### src/rtl/imm_gen_stage.sv
// imm_gen_stage: RISC-V immediate extraction + 2-entry skid buffer.
// Optional IMM_STATS_EN: saturating illegal-format counter.
//
// Ports:
//   clk, rst (sync, active-high), flush (sync squash)
//   in_valid/in_ready, instruction, ImmSrc, auto_mode : upstream side
//   out_valid/out_ready, ImmExt, out_instr, imm_err   : downstream side
//   err_count : illegal-format count (0 unless IMM_STATS_EN)
module imm_gen_stage #(
  parameter int XLEN = 32
) (
  input  logic            clk,
  input  logic            rst,
  input  logic            flush,
  input  logic            in_valid,
  output logic            in_ready,
  input  logic [31:0]     instruction,
  input  logic [2:0]      ImmSrc,
  input  logic            auto_mode,
  output logic            out_valid,
  input  logic            out_ready,
  output logic [XLEN-1:0] ImmExt,
  output logic [31:0]     out_instr,
  output logic            imm_err,
  output logic [15:0]     err_count
);

  localparam logic [3:0] F_I    = 4'd0;
  localparam logic [3:0] F_S    = 4'd1;
  localparam logic [3:0] F_B    = 4'd2;
  localparam logic [3:0] F_J    = 4'd3;
  localparam logic [3:0] F_U    = 4'd4;
  localparam logic [3:0] F_Z    = 4'd5;
  localparam logic [3:0] F_SH   = 4'd6;
  localparam logic [3:0] F_ILL  = 4'd7;
  localparam logic [3:0] F_NONE = 4'd8;

  typedef struct packed {
    logic [XLEN-1:0] imm;
    logic [31:0]     ins;
    logic            err;
  } ent_t;

  logic [31:0]     w_ins;
  logic [6:0]      w_op;
  logic [2:0]      w_f3;
  logic            w_s;
  logic            w_shf3;
  logic [3:0]      w_fmt;
  logic [XLEN-1:0] w_imm;
  logic            w_err;
  ent_t            w_new;
  logic            w_push;
  logic            w_pop;

  ent_t            r_head;
  ent_t            r_tail;
  logic [1:0]      r_count;

  assign w_ins  = instruction;
  assign w_op   = w_ins[6:0];
  assign w_f3   = w_ins[14:12];
  assign w_s    = w_ins[31];
  assign w_shf3 = (w_f3 == 3'b001) || (w_f3 == 3'b101);

  always_comb begin
    w_fmt = {1'b0, ImmSrc};
    if (auto_mode) begin
      unique case (1'b1)
        (w_op == 7'b0000011),
        (w_op == 7'b1100111): w_fmt = F_I;
        (w_op == 7'b0010011):
          w_fmt = w_shf3 ? F_SH : F_I;
        (w_op == 7'b0011011):
          w_fmt = (XLEN == 64 && w_shf3) ? F_SH : F_I;
        (w_op == 7'b0100011): w_fmt = F_S;
        (w_op == 7'b1100011): w_fmt = F_B;
        (w_op == 7'b1101111): w_fmt = F_J;
        (w_op == 7'b0110111),
        (w_op == 7'b0010111): w_fmt = F_U;
        (w_op == 7'b1110011):
          w_fmt = w_f3[2] ? F_Z : F_I;
        (w_op == 7'b0110011): w_fmt = F_NONE;
        default:              w_fmt = F_ILL;
      endcase
    end
  end

  always_comb begin
    w_imm = '0;
    w_err = 1'b0;
    unique case (w_fmt)
      F_I: w_imm = {{(XLEN-12){w_s}}, w_ins[31:20]};
      F_S: w_imm = {{(XLEN-12){w_s}},
                    w_ins[31:25], w_ins[11:7]};
      F_B: w_imm = {{(XLEN-12){w_s}}, w_ins[7],
                    w_ins[30:25], w_ins[11:8], 1'b0};
      F_J: w_imm = {{(XLEN-20){w_s}}, w_ins[19:12],
                    w_ins[20], w_ins[30:21], 1'b0};
      // sign-extend the 20-bit field, then place it at bit 12
      F_U: w_imm = {{(XLEN-20){w_s}}, w_ins[31:12]} << 12;
      F_Z: w_imm = {{(XLEN-5){1'b0}}, w_ins[19:15]};
      F_SH:
        w_imm = (XLEN == 64)
              ? {{(XLEN-6){1'b0}}, w_ins[25:20]}
              : {{(XLEN-5){1'b0}}, w_ins[24:20]};
      F_ILL: w_err = 1'b1;
      default: ;
    endcase
  end

  assign w_new.imm = w_imm;
  assign w_new.ins = w_ins;
  assign w_new.err = w_err;

  assign in_ready  = (r_count != 2'd2);
  assign out_valid = (r_count != 2'd0);
  assign w_push    = in_valid & in_ready & ~flush;
  assign w_pop     = out_valid & out_ready;

  always_ff @(posedge clk) begin
    if (rst) begin
      r_count <= 2'd0;
      r_head  <= '0;
      r_tail  <= '0;
    end else if (flush) begin
      r_count <= 2'd0;
    end else begin
      unique case (r_count)
        2'd0: if (w_push) begin
          r_head  <= w_new;
          r_count <= 2'd1;
        end
        2'd1: begin
          if (w_push && w_pop) begin
            r_head <= w_new;
          end else if (w_push) begin
            r_tail  <= w_new;
            r_count <= 2'd2;
          end else if (w_pop) begin
            r_count <= 2'd0;
          end
        end
        2'd2: if (w_pop) begin
          r_head  <= r_tail;
          r_count <= 2'd1;
        end
        default: r_count <= 2'd0;
      endcase
    end
  end

  assign ImmExt    = r_head.imm;
  assign out_instr = r_head.ins;
  assign imm_err   = r_head.err;

`ifdef IMM_STATS_EN
  logic [15:0] r_err_cnt;

  always_ff @(posedge clk) begin
    if (rst) begin
      r_err_cnt <= '0;
    end else if (w_push && w_err &&
                 r_err_cnt != 16'hFFFF) begin
      r_err_cnt <= r_err_cnt + 16'd1;
    end
  end

  assign err_count = r_err_cnt;
`else
  assign err_count = '0;
`endif

endmodule
### config.mk
export PLATFORM = sky130hd
export DESIGN_NAME = imm_gen_stage
export DESIGN_NICKNAME = d
export VERILOG_FILES = /design/src/rtl/imm_gen_stage.sv
export SDC_FILE = /design/constraint.sdc
export NUM_CORES = 1
export LEC_CHECK = 0
export CORE_MARGIN = 2
export CORE_UTILIZATION = 45
export CTS_BUF_LIST = sky130_fd_sc_hd__clkbuf_8
export DETAILED_ROUTE_END_ITERATION = 8
export PLACE_DENSITY = 0.67
export SLEW_MARGIN = 10
export SYNTH_ARGS = -nofsm -noshare
export SYNTH_HDL_FRONTEND = slang
export SYNTH_SLANG_ARGS = --single-unit
### constraint.sdc
create_clock -name clk -period 3.7 [get_ports clk]
set_input_delay 0.555 -clock clk [delete_from_list [all_inputs] [get_ports clk]]
set_output_delay 0.555 -clock clk [all_outputs]
set_load 0.01 [all_outputs]
==> results.yml, run 1 <==
status:
  status: "completed"
global_routing:
  grt_pass1_wl_um: 28700
  grt_usage_pct: 24.8
  grt_pass1_vias: 5681
  grt_antenna_before_repair: 0
  grt_max_degree: 110
  overflow: 0
clocking:
  cts.reportedPaths.clkPinSlew_ns: 0.07
  cts_setup_buffers: 0
  htree_levels: 4
  cts_root_buf: "clkbuf_8"
  worstSkewPairLatency_ns: 0.44
  cts_sinks: 132
  cts_tree: "built"
  hold_buffers: 0
  ctsResizeCount: 0
  clockBufferDepth: 2
  cts_buffers: 17
cells_and_area:
  drive_gt1_share_pct: 9.28
  area.growth.synth_to_final_pct: 24.5
  finalNetCount: 901
  utilization_pct: 57.9
  antenna_cells: 0
routing:
  drc: 0
  totalWireLength_um: 18000
  wire_per_inst_um: 17.2
  post_drt_via_cell_ratio: 5.77
  vias: 6048
  drt-initial-drc-count: 467
  ant_nets: 0
  drtPass1Iterations: 6
worst_setup_path:
  crit_required_ns: 3.99
  critPathMaxFanout: 20
  crit_chain: "clkdlybuf4s50_1 > nor2_1 > o311ai_2 > nand2_1 > a31o_2 > a31oi_1 > o22ai_1"
  endpoint_kind: "flip-flop"
  cp.arrival_ns: 3.23
  cp-start-kind: "input port"
  critPathMaxStageDelay_ns: 0.72
  crit_slowest_cell: "clkdlybuf4s50_1"
  path_class: "input port to flip-flop"
logic_synthesis:
  syn_inst: 787
  seq_area_frac_synth_pct: 42.6
  synth-compound-area-share_pct: 25.1
  synthMuxAreaShare_pct: 0.786
  yosys.cell_count.top_type: "nand2_1"
  synthXorXnorAreaFrac_pct: 0.141
  synth_warnings: 0
  yosysTopAreaCell: "dfxtp_1"
  synth_top_cell_area_share_pct: 42.6
  synth_top_family_by_area: "compound AO/OA/AOI/OAI gates"
  yosys-top-cells-count: "nand2_1 (169), dfxtp_1 (132), nor2_1 (76), a21oi_1 (59), clkbuf_1 (50)"
  synth_edf_count: 0
  yosys-top-cells-area: "dfxtp_1 (43%), nand2_1 (10%), a21oi_1 (4.8%), nor2_1 (4.6%), a311oi_1 (4.5%)"
  synth_fa_ha_area_share_pct: 0
  synth_async_sr_flop_share_pct: 0
  avgSynthCellArea_um2: 7.88
  synthSimpleGateAreaFrac_pct: 24.1
  netlist_area_um2: 6200
  ys_ff_latch: 132
  ys.flop_type: "dfxtp_1"
  netlist-cell-type-count: 66
place:
  dp_hpwl_um: 12100
  io_buffers: 107
  place.gp.congestion: 0.839
run:
  maxCapViolations: 0
sta:
  clock-skew-final_ns: 0.00965
  finalHoldViolations: 0
  slew_headroom_pct: 27.5
  setup_tns_ns: 0
  post-route-period-util_pct: 79.4
  timing.fmax_ghz: 0.340
  grt_setup_unrepaired: "no"
  worst_pin_slew_ns: 1.09
  setup_viol: 0
  period_needed_ns: 2.94
  drv_slew: 0
  whs_ns: 0.456
pwr:
  power_frac_seq_pct: 45.3
  switching_share_pct: 25.2
  power_switching_mw: 0.838
  cellPowerDensity_nw_per_um2: 430
  p_leak_nw: 2.69
  intPower_mw: 2.48
  peakVddDrop_v: 0.000200
  comb_power_share_pct: 14.1
  clkPwrFrac_pct: 40.6
hold_path:
  min_path_type: "flip-flop to flip-flop"
die:
  ios: 124
  placement_rows: 42
  die_y_um: 121
  core_um2: 13300
  die-width_um: 121
  design.die.area_um2: 14700
  start_util_pct: 46.5
[cell families (layout without fill, tap and decap cells)]
logic type                Yosys count  after routing
DFF                               132            132
other                               1             16
AOI/OAI and AO/OA                 222            222
buffers and inverters              96            167
xor gates and xnor gates            1              1
muxes                               4              4
and+or+nand+nor                   331            331
[placed cells by master, fill, tap and decap left out, types with 3 or more instances in the layout]
cell	n
o21bai_1	8
conb_1	16
o22ai_1	18
o21ai_0	27
nor2b_1	4
nand2b_1	5
mux2_2	3
inv_1	13
a221oi_1	16
clkdlybuf4s50_1	106
buf_4	17
nand3_1	17
clkbuf_8	21
dfxtp_1	132
a311oi_1	32
or2_2	9
nor2_1	76
or3_1	10
nand2_1	169
a21oi_1	59
o21ai_1	3
bufinv_16	4
or4_1	8
nor3_1	12
a211oi_1	25
a222oi_1	4
o211ai_1	4
clkinv_2	4
[power groups by stage]
stage | sequential (mW) | clock (mW) | combinational, mW
3_3_place_gp | 1.53 | 0 | 0.455
4_1_cts | 1.50 | 1.37 | 0.465
5_1_grt | 1.51 | 1.44 | 0.507
6_report | 1.50 | 1.35 | 0.467
3_5_place_dp | 1.54 | 0 | 0.464
2_1_floorplan | 1.55 | 0 | 0.244
[flip-flops by register name, summed over array words and instances, names as in the netlist]
register	count
r_tail	65
ImmExt	32
out_instr	32
r_count	2
imm_err	1
[critical path: cells and delay by family]
family	cells	cell delay [ns]
buffers and inverters	1	0.72
AO/OA/AOI/OAI	4	1.68
AND/OR/NAND/NOR	2	0.26
[final cells by class]
| class | count | area, µm² |
|---|---|---|
| Fill cell | 1255 | 5620 |
| Tap cell | 176 | 220 |
| Clock buffer | 21 | 289 |
| Multi-Input combinational cell | 574 | 3180 |
| Inverter | 12 | 45.0 |
| Sequential cell | 132 | 2640 |
| Timing Repair Buffer | 123 | 1190 |
| Clock inverter | 11 | 156 |
[per-layer routing]
metal,track usage (%),vias up,wire length [µm]
li1,-,2917,-
met5,0,-,0
met3,6.16,29,1170
met1,31.9,2895,8060
met4,7.69,0,243
met2,40.9,207,8570
[final timing paths]
path	from	endpoint	slack (ns)	depth (start not counted)
setup reg to reg	r_count[1]	out_instr[8]	1.48	6
setup / recovery	instruction[2]	r_tail[47]	0.76	7
hold reg to reg	ImmExt[20]	ImmExt[20]	0.46	2
hold / removal	ImmExt[20]	ImmExt[20]	0.46	2
[through the flow]
stage | area (µm²) | power (mW) | cells | setup slack (ns)
2_1_floorplan | 6260 | 1.79 | 802 | 1.42
3_3_place_gp | 7280 | 1.99 | 1017 | 0.504
3_5_place_dp | 7280 | 2.00 | 1017 | 0.355
4_1_cts | 7730 | 3.34 | 1049 | 0.834
5_1_grt | 7730 | 3.45 | 1049 | 0.639
6_report | 7730 | 3.32 | 1049 | 0.761
Power figures use the tool's default switching activity.
==> run 2: changes to the inputs <==
PLACE_DENSITY = 0.7   (was 0.67)
clock period = 2.62 ns   (was 3.7 ns; I/O delays follow)
==> results.yml, run 2 (synthesized netlist as in run 1, its figures left out) <==
status:
  status: "completed"
sta:
  post-route-period-util_pct: 89.8
  whs_ns: 0.457
  grt_setup_unrepaired: "no"
  worst_pin_slew_ns: 0.781
  drv_slew: 0
  timing.fmax_ghz: 0.425
  setup_viol: 0
  period_needed_ns: 2.35
  setup_slack_ns: 0.268
  finalHoldViolations: 0
  clock-skew-final_ns: 0.0117
  slew_headroom_pct: 48.0
routing:
  post_drt_via_cell_ratio: 5.70
  ant_nets: 0
  drt-initial-drc-count: 447
  vias: 6210
  drc: 0
  drtPass1Iterations: 6
  totalWireLength_um: 17900
  wire_per_inst_um: 16.4
pwr:
  peakVddDrop_v: 0.000259
  cellPowerDensity_nw_per_um2: 576
  p_leak_nw: 2.87
hold_path:
  min_path_type: "flip-flop to flip-flop"
  hp-start: "r_tail[21]"
  holdPathStages: 2
  holdPathEnd: "r_tail[21]"
worst_setup_path:
  path_class: "input port to flip-flop"
  endpoint_kind: "flip-flop"
  reg2reg_slack_ns: 0.63
  cp-start-kind: "input port"
  critPathMaxFanout: 16
  r2r-end: "ImmExt[1]"
  crit_required_ns: 2.95
  reg2regPathDepth: 6
  r2r-start: "r_count[0]"
  cp.arrival_ns: 2.68
die:
  die_y_um: 121
  ios: 124
  start_util_pct: 46.5
  core_um2: 13300
  design.die.area_um2: 14700
  die-width_um: 121
  placement_rows: 42
clocking:
  cts.reportedPaths.clkPinSlew_ns: 0.07
  cts_setup_buffers: 0
  htree_levels: 4
  hold_buffers: 0
  ctsResizeCount: 0
  cts_tree: "built"
  worstSkewPairLatency_ns: 0.45
  cts_buffers: 17
  cts_sinks: 132
  cts_root_buf: "clkbuf_8"
  clockBufferDepth: 2
global_routing:
  grt_antenna_before_repair: 0
  overflow: 0
  grt_max_degree: 80
  grt_pass1_vias: 5671
  grt_pass1_wl_um: 28600
  grt_usage_pct: 24.4
cells_and_area:
  seqCellArea_um2: 2640
  area.growth.synth_to_final_pct: 29.8
  multi_input_area_um2: 3180
  finalNetCount: 942
  mostFrequentLayoutCell: "nand2_1"
  mostFrequentLayoutCells: "nand2_1 (169), dfxtp_1 (132), clkdlybuf4s50_1 (106)"
  final_cells: 1090
  largest_register_ffs: 65
  drive_gt1_share_pct: 13.6
  nFillCells: 1189
  utilization_pct: 60.3
  final_area_um2: 8060
  antenna_cells: 0
  top_register: "r_tail"
place:
  dp_hpwl_um: 12200
  place_area_um2: 7640
  dpl_worst_slack_ns: -0.178
  io_buffers: 107
  place.gp.congestion: 0.863
  dp_cells: 1058
run:
  maxCapViolations: 0
[run 2: critical path, stage by stage]
cell	delay, ns
clkdlybuf4s50_1	0.65
nor3b_2	0.33
o31ai_1	0.14
a32oi_1	0.59
inv_1	0.12
a21oi_2	0.22
buf_12	0.17
o22ai_1	0.08
[run 2: area by class of cell]
cell class,instances,area share (%)
multi-input combinational,574,39.5
timing repair buffer,164,19.2
tap,176,2.73
clock buffer,17,2.90
clock inverter,15,2.27
sequential,132,32.8
inverter,12,0.559
[run 2: per-layer routing]
layer	vias up	track usage [%]	share of wire, %
met1	2976	32.6	46
met2	210	39.2	46
met5	-	0	0
li1	2998	-	-
met4	0	8.84	2.0
met3	26	4.89	5.9
[run 2: worst max-delay path by stage]
stage / from / to / slack [ns] / depth (start not counted)
after floorplan: instruction[4] / ImmExt[4] / 0.50 / 7
after CTS: instruction[2] / ImmExt[1] / 0.30 / 7
after global routing: instruction[2] / ImmExt[0] / 0.14 / 8
after detailed placement: instruction[4] / ImmExt[4] / -0.18 / 7
final: instruction[4] / r_tail[52] / 0.27 / 8
after global placement: instruction[4] / ImmExt[4] / -0.11 / 7
[run 2: report_power, final]
group | switching, mW | internal [mW]
sequential | 0.0430 | 2.08
combinational | 0.367 | 0.339
clock | 0.864 | 0.945
[run 2: metrics by stage]
stage	power [mW]	setup TNS, ns
4_1_cts	4.65	0
3_3_place_gp	2.85	-1.70
5_1_grt	4.82	0
2_1_floorplan	2.53	0
6_report	4.64	0
3_5_place_dp	2.87	-4.72
==> run 3: changes to the inputs <==
CORE_MARGIN = unset   (was 2)
SKIP_CTS_REPAIR_TIMING = 1   (was unset)
==> results.yml, run 3 (synthesized netlist as in run 1, its figures left out) <==
routing:
  totalWireLength_um: 18100
  drt-initial-drc-count: 690
  drtPass1Iterations: 5
  wire_per_inst_um: 16.7
  ant_nets: 0
  post_drt_via_cell_ratio: 5.76
  drc: 0
  vias: 6253
pwr:
  p_total_mw: 4.42
  intPower_mw: 3.24
  clkPwrFrac_pct: 35.8
  power_switching_mw: 1.18
  p_leak_nw: 2.86
  power_frac_seq_pct: 48.0
  cellPowerDensity_nw_per_um2: 554
  peakVddDrop_v: 0.000302
  switching_share_pct: 26.7
  comb_power_share_pct: 16.1
place:
  io_buffers: 107
  place.gp.congestion: 0.978
  dp_hpwl_um: 12200
sta:
  worst_pin_slew_ns: 0.796
  timing.fmax_ghz: 0.411
  period_needed_ns: 2.43
  clock-skew-final_ns: 0.00739
  slew_headroom_pct: 46.9
  finalHoldViolations: 0
  grt_setup_unrepaired: "no"
  setup_tns_ns: 0
  drv_slew: 0
  setup_viol: 0
  post-route-period-util_pct: 92.8
clocking:
  cts_sinks: 132
  cts_buffers: 17
  clockBufferDepth: 2
  worstSkewPairLatency_ns: 0.45
  cts_root_buf: "clkbuf_8"
  cts_tree: "built"
  htree_levels: 4
  cts.reportedPaths.clkPinSlew_ns: 0.07
cells_and_area:
  largest_register_ffs: 65
  antenna_cells: 0
  top_register: "r_tail"
  area.growth.synth_to_final_pct: 28.6
  finalNetCount: 940
  mostFrequentLayoutCell: "nand2_1"
  utilization_pct: 59.8
  drive_gt1_share_pct: 12.7
  mostFrequentLayoutCells: "nand2_1 (169), dfxtp_1 (132), clkdlybuf4s50_1 (106)"
worst_setup_path:
  r2r-end: "ImmExt[0]"
  reg2reg_slack_ns: 0.60
  critPathTopFamily: "compound AO/OA/AOI/OAI gates"
  crit_chain: "clkdlybuf4s50_1 > nor3b_2 > o311ai_2 > a22oi_2 > buf_4 > nor2_1 > a222oi_1 > a221oi_1"
  reg2regPathDepth: 6
  critPathCapture: "ImmExt[3]"
  cp-start-kind: "input port"
  crit_slowest_cell: "clkdlybuf4s50_1"
  path_class: "input port to flip-flop"
  critPathMaxFanout: 8
  cp.arrival_ns: 2.75
  critPathLaunch: "instruction[4]"
  critical_path.n_buffers_inverters: 2
  crit_required_ns: 2.93
  critPathMaxStageDelay_ns: 0.64
  cp.depth: 8
  endpoint_kind: "flip-flop"
  r2r-start: "r_count[1]"
global_routing:
  grt_pass1_wl_um: 29000
  grt_max_degree: 82
  overflow: 0
  grt_usage_pct: 25.7
  grt_pass1_vias: 5769
  grt_antenna_before_repair: 0
die:
  core_um2: 13300
  die-width_um: 119
  design.die.area_um2: 14300
  die_y_um: 119
  placement_rows: 42
  ios: 124
  start_util_pct: 46.5
status:
  status: "completed"
hold_path:
  holdPathStages: 2
  min_path_type: "flip-flop to flip-flop"
run:
  maxCapViolations: 0
==> run 3: changes by cell type in the layout (fill, tap and decap cells not counted), sizes merged <==
cell,before,now
buf,58,56
clkinvlp,4,0
inv,13,16
clkinv,7,3
bufinv,3,1
clkbuf,17,21
==> run 3: worst min path at each step <==
| stage | from | to | slack [ns] |
|---|---|---|---|
| after global placement | r_tail[26] | r_tail[26] | 0.44 |
| final | r_tail[13] | r_tail[13] | 0.46 |
| after global routing | r_tail[25] | r_tail[25] | 0.47 |
| after CTS | r_tail[8] | r_tail[8] | 0.46 |
| after floorplan | r_tail[10] | r_tail[10] | 0.44 |
| after detailed placement | r_tail[8] | r_tail[8] | 0.45 |
==> run 3: layer usage <==
layer,up-vias,GRT usage (%),part of all wire (%)
met5,-,0,0
met4,0,10.6,1.9
met3,41,6.13,7.8
met2,298,40.0,47
met1,2923,34.1,43
li1,2991,-,-
==> run 3: power groups by stage <==
stage               Clock [mW]  Sequential (mW)  Combinational [mW]
global placement             0             2.17               0.687
floorplan                    0             2.19               0.344
detailed placement           0             2.17               0.703
finish                    1.58             2.12               0.712
CTS                       1.60             2.12               0.708
global route              1.71             2.13               0.766
==> run 3: area by class of cell <==
| type | count | area [µm²] |
|---|---|---|
| fill | 1189 | 5370 |
| timing repair buffer | 162 | 1530 |
| clock buffer | 21 | 289 |
| inverter | 12 | 45.0 |
| clock inverter | 8 | 63.8 |
| tap | 176 | 220 |
| multi-input combinational | 574 | 3180 |
| sequential | 132 | 2640 |
==> run 3: metrics by stage <==
stage | setup slack (ns) | cells | hold WS [ns] | cell area (µm²)
after floorplan | 0.499 | 802 | 0.437 | 6260
after global placement | -0.0710 | 1056 | 0.441 | 7620
after detailed placement | -0.200 | 1056 | 0.447 | 7620
after CTS | 0.258 | 1085 | 0.457 | 7980
after global routing | 0.0829 | 1085 | 0.475 | 7980
final | 0.188 | 1085 | 0.456 | 7980
==> run 3: worst min-delay path: cells and delay by family (launching register included) <==
kind             cells  cell delay (ns)
AO/OA/AOI/OAI        1             0.05
flip-flops           1             0.31
AND/OR/NAND/NOR      1             0.05
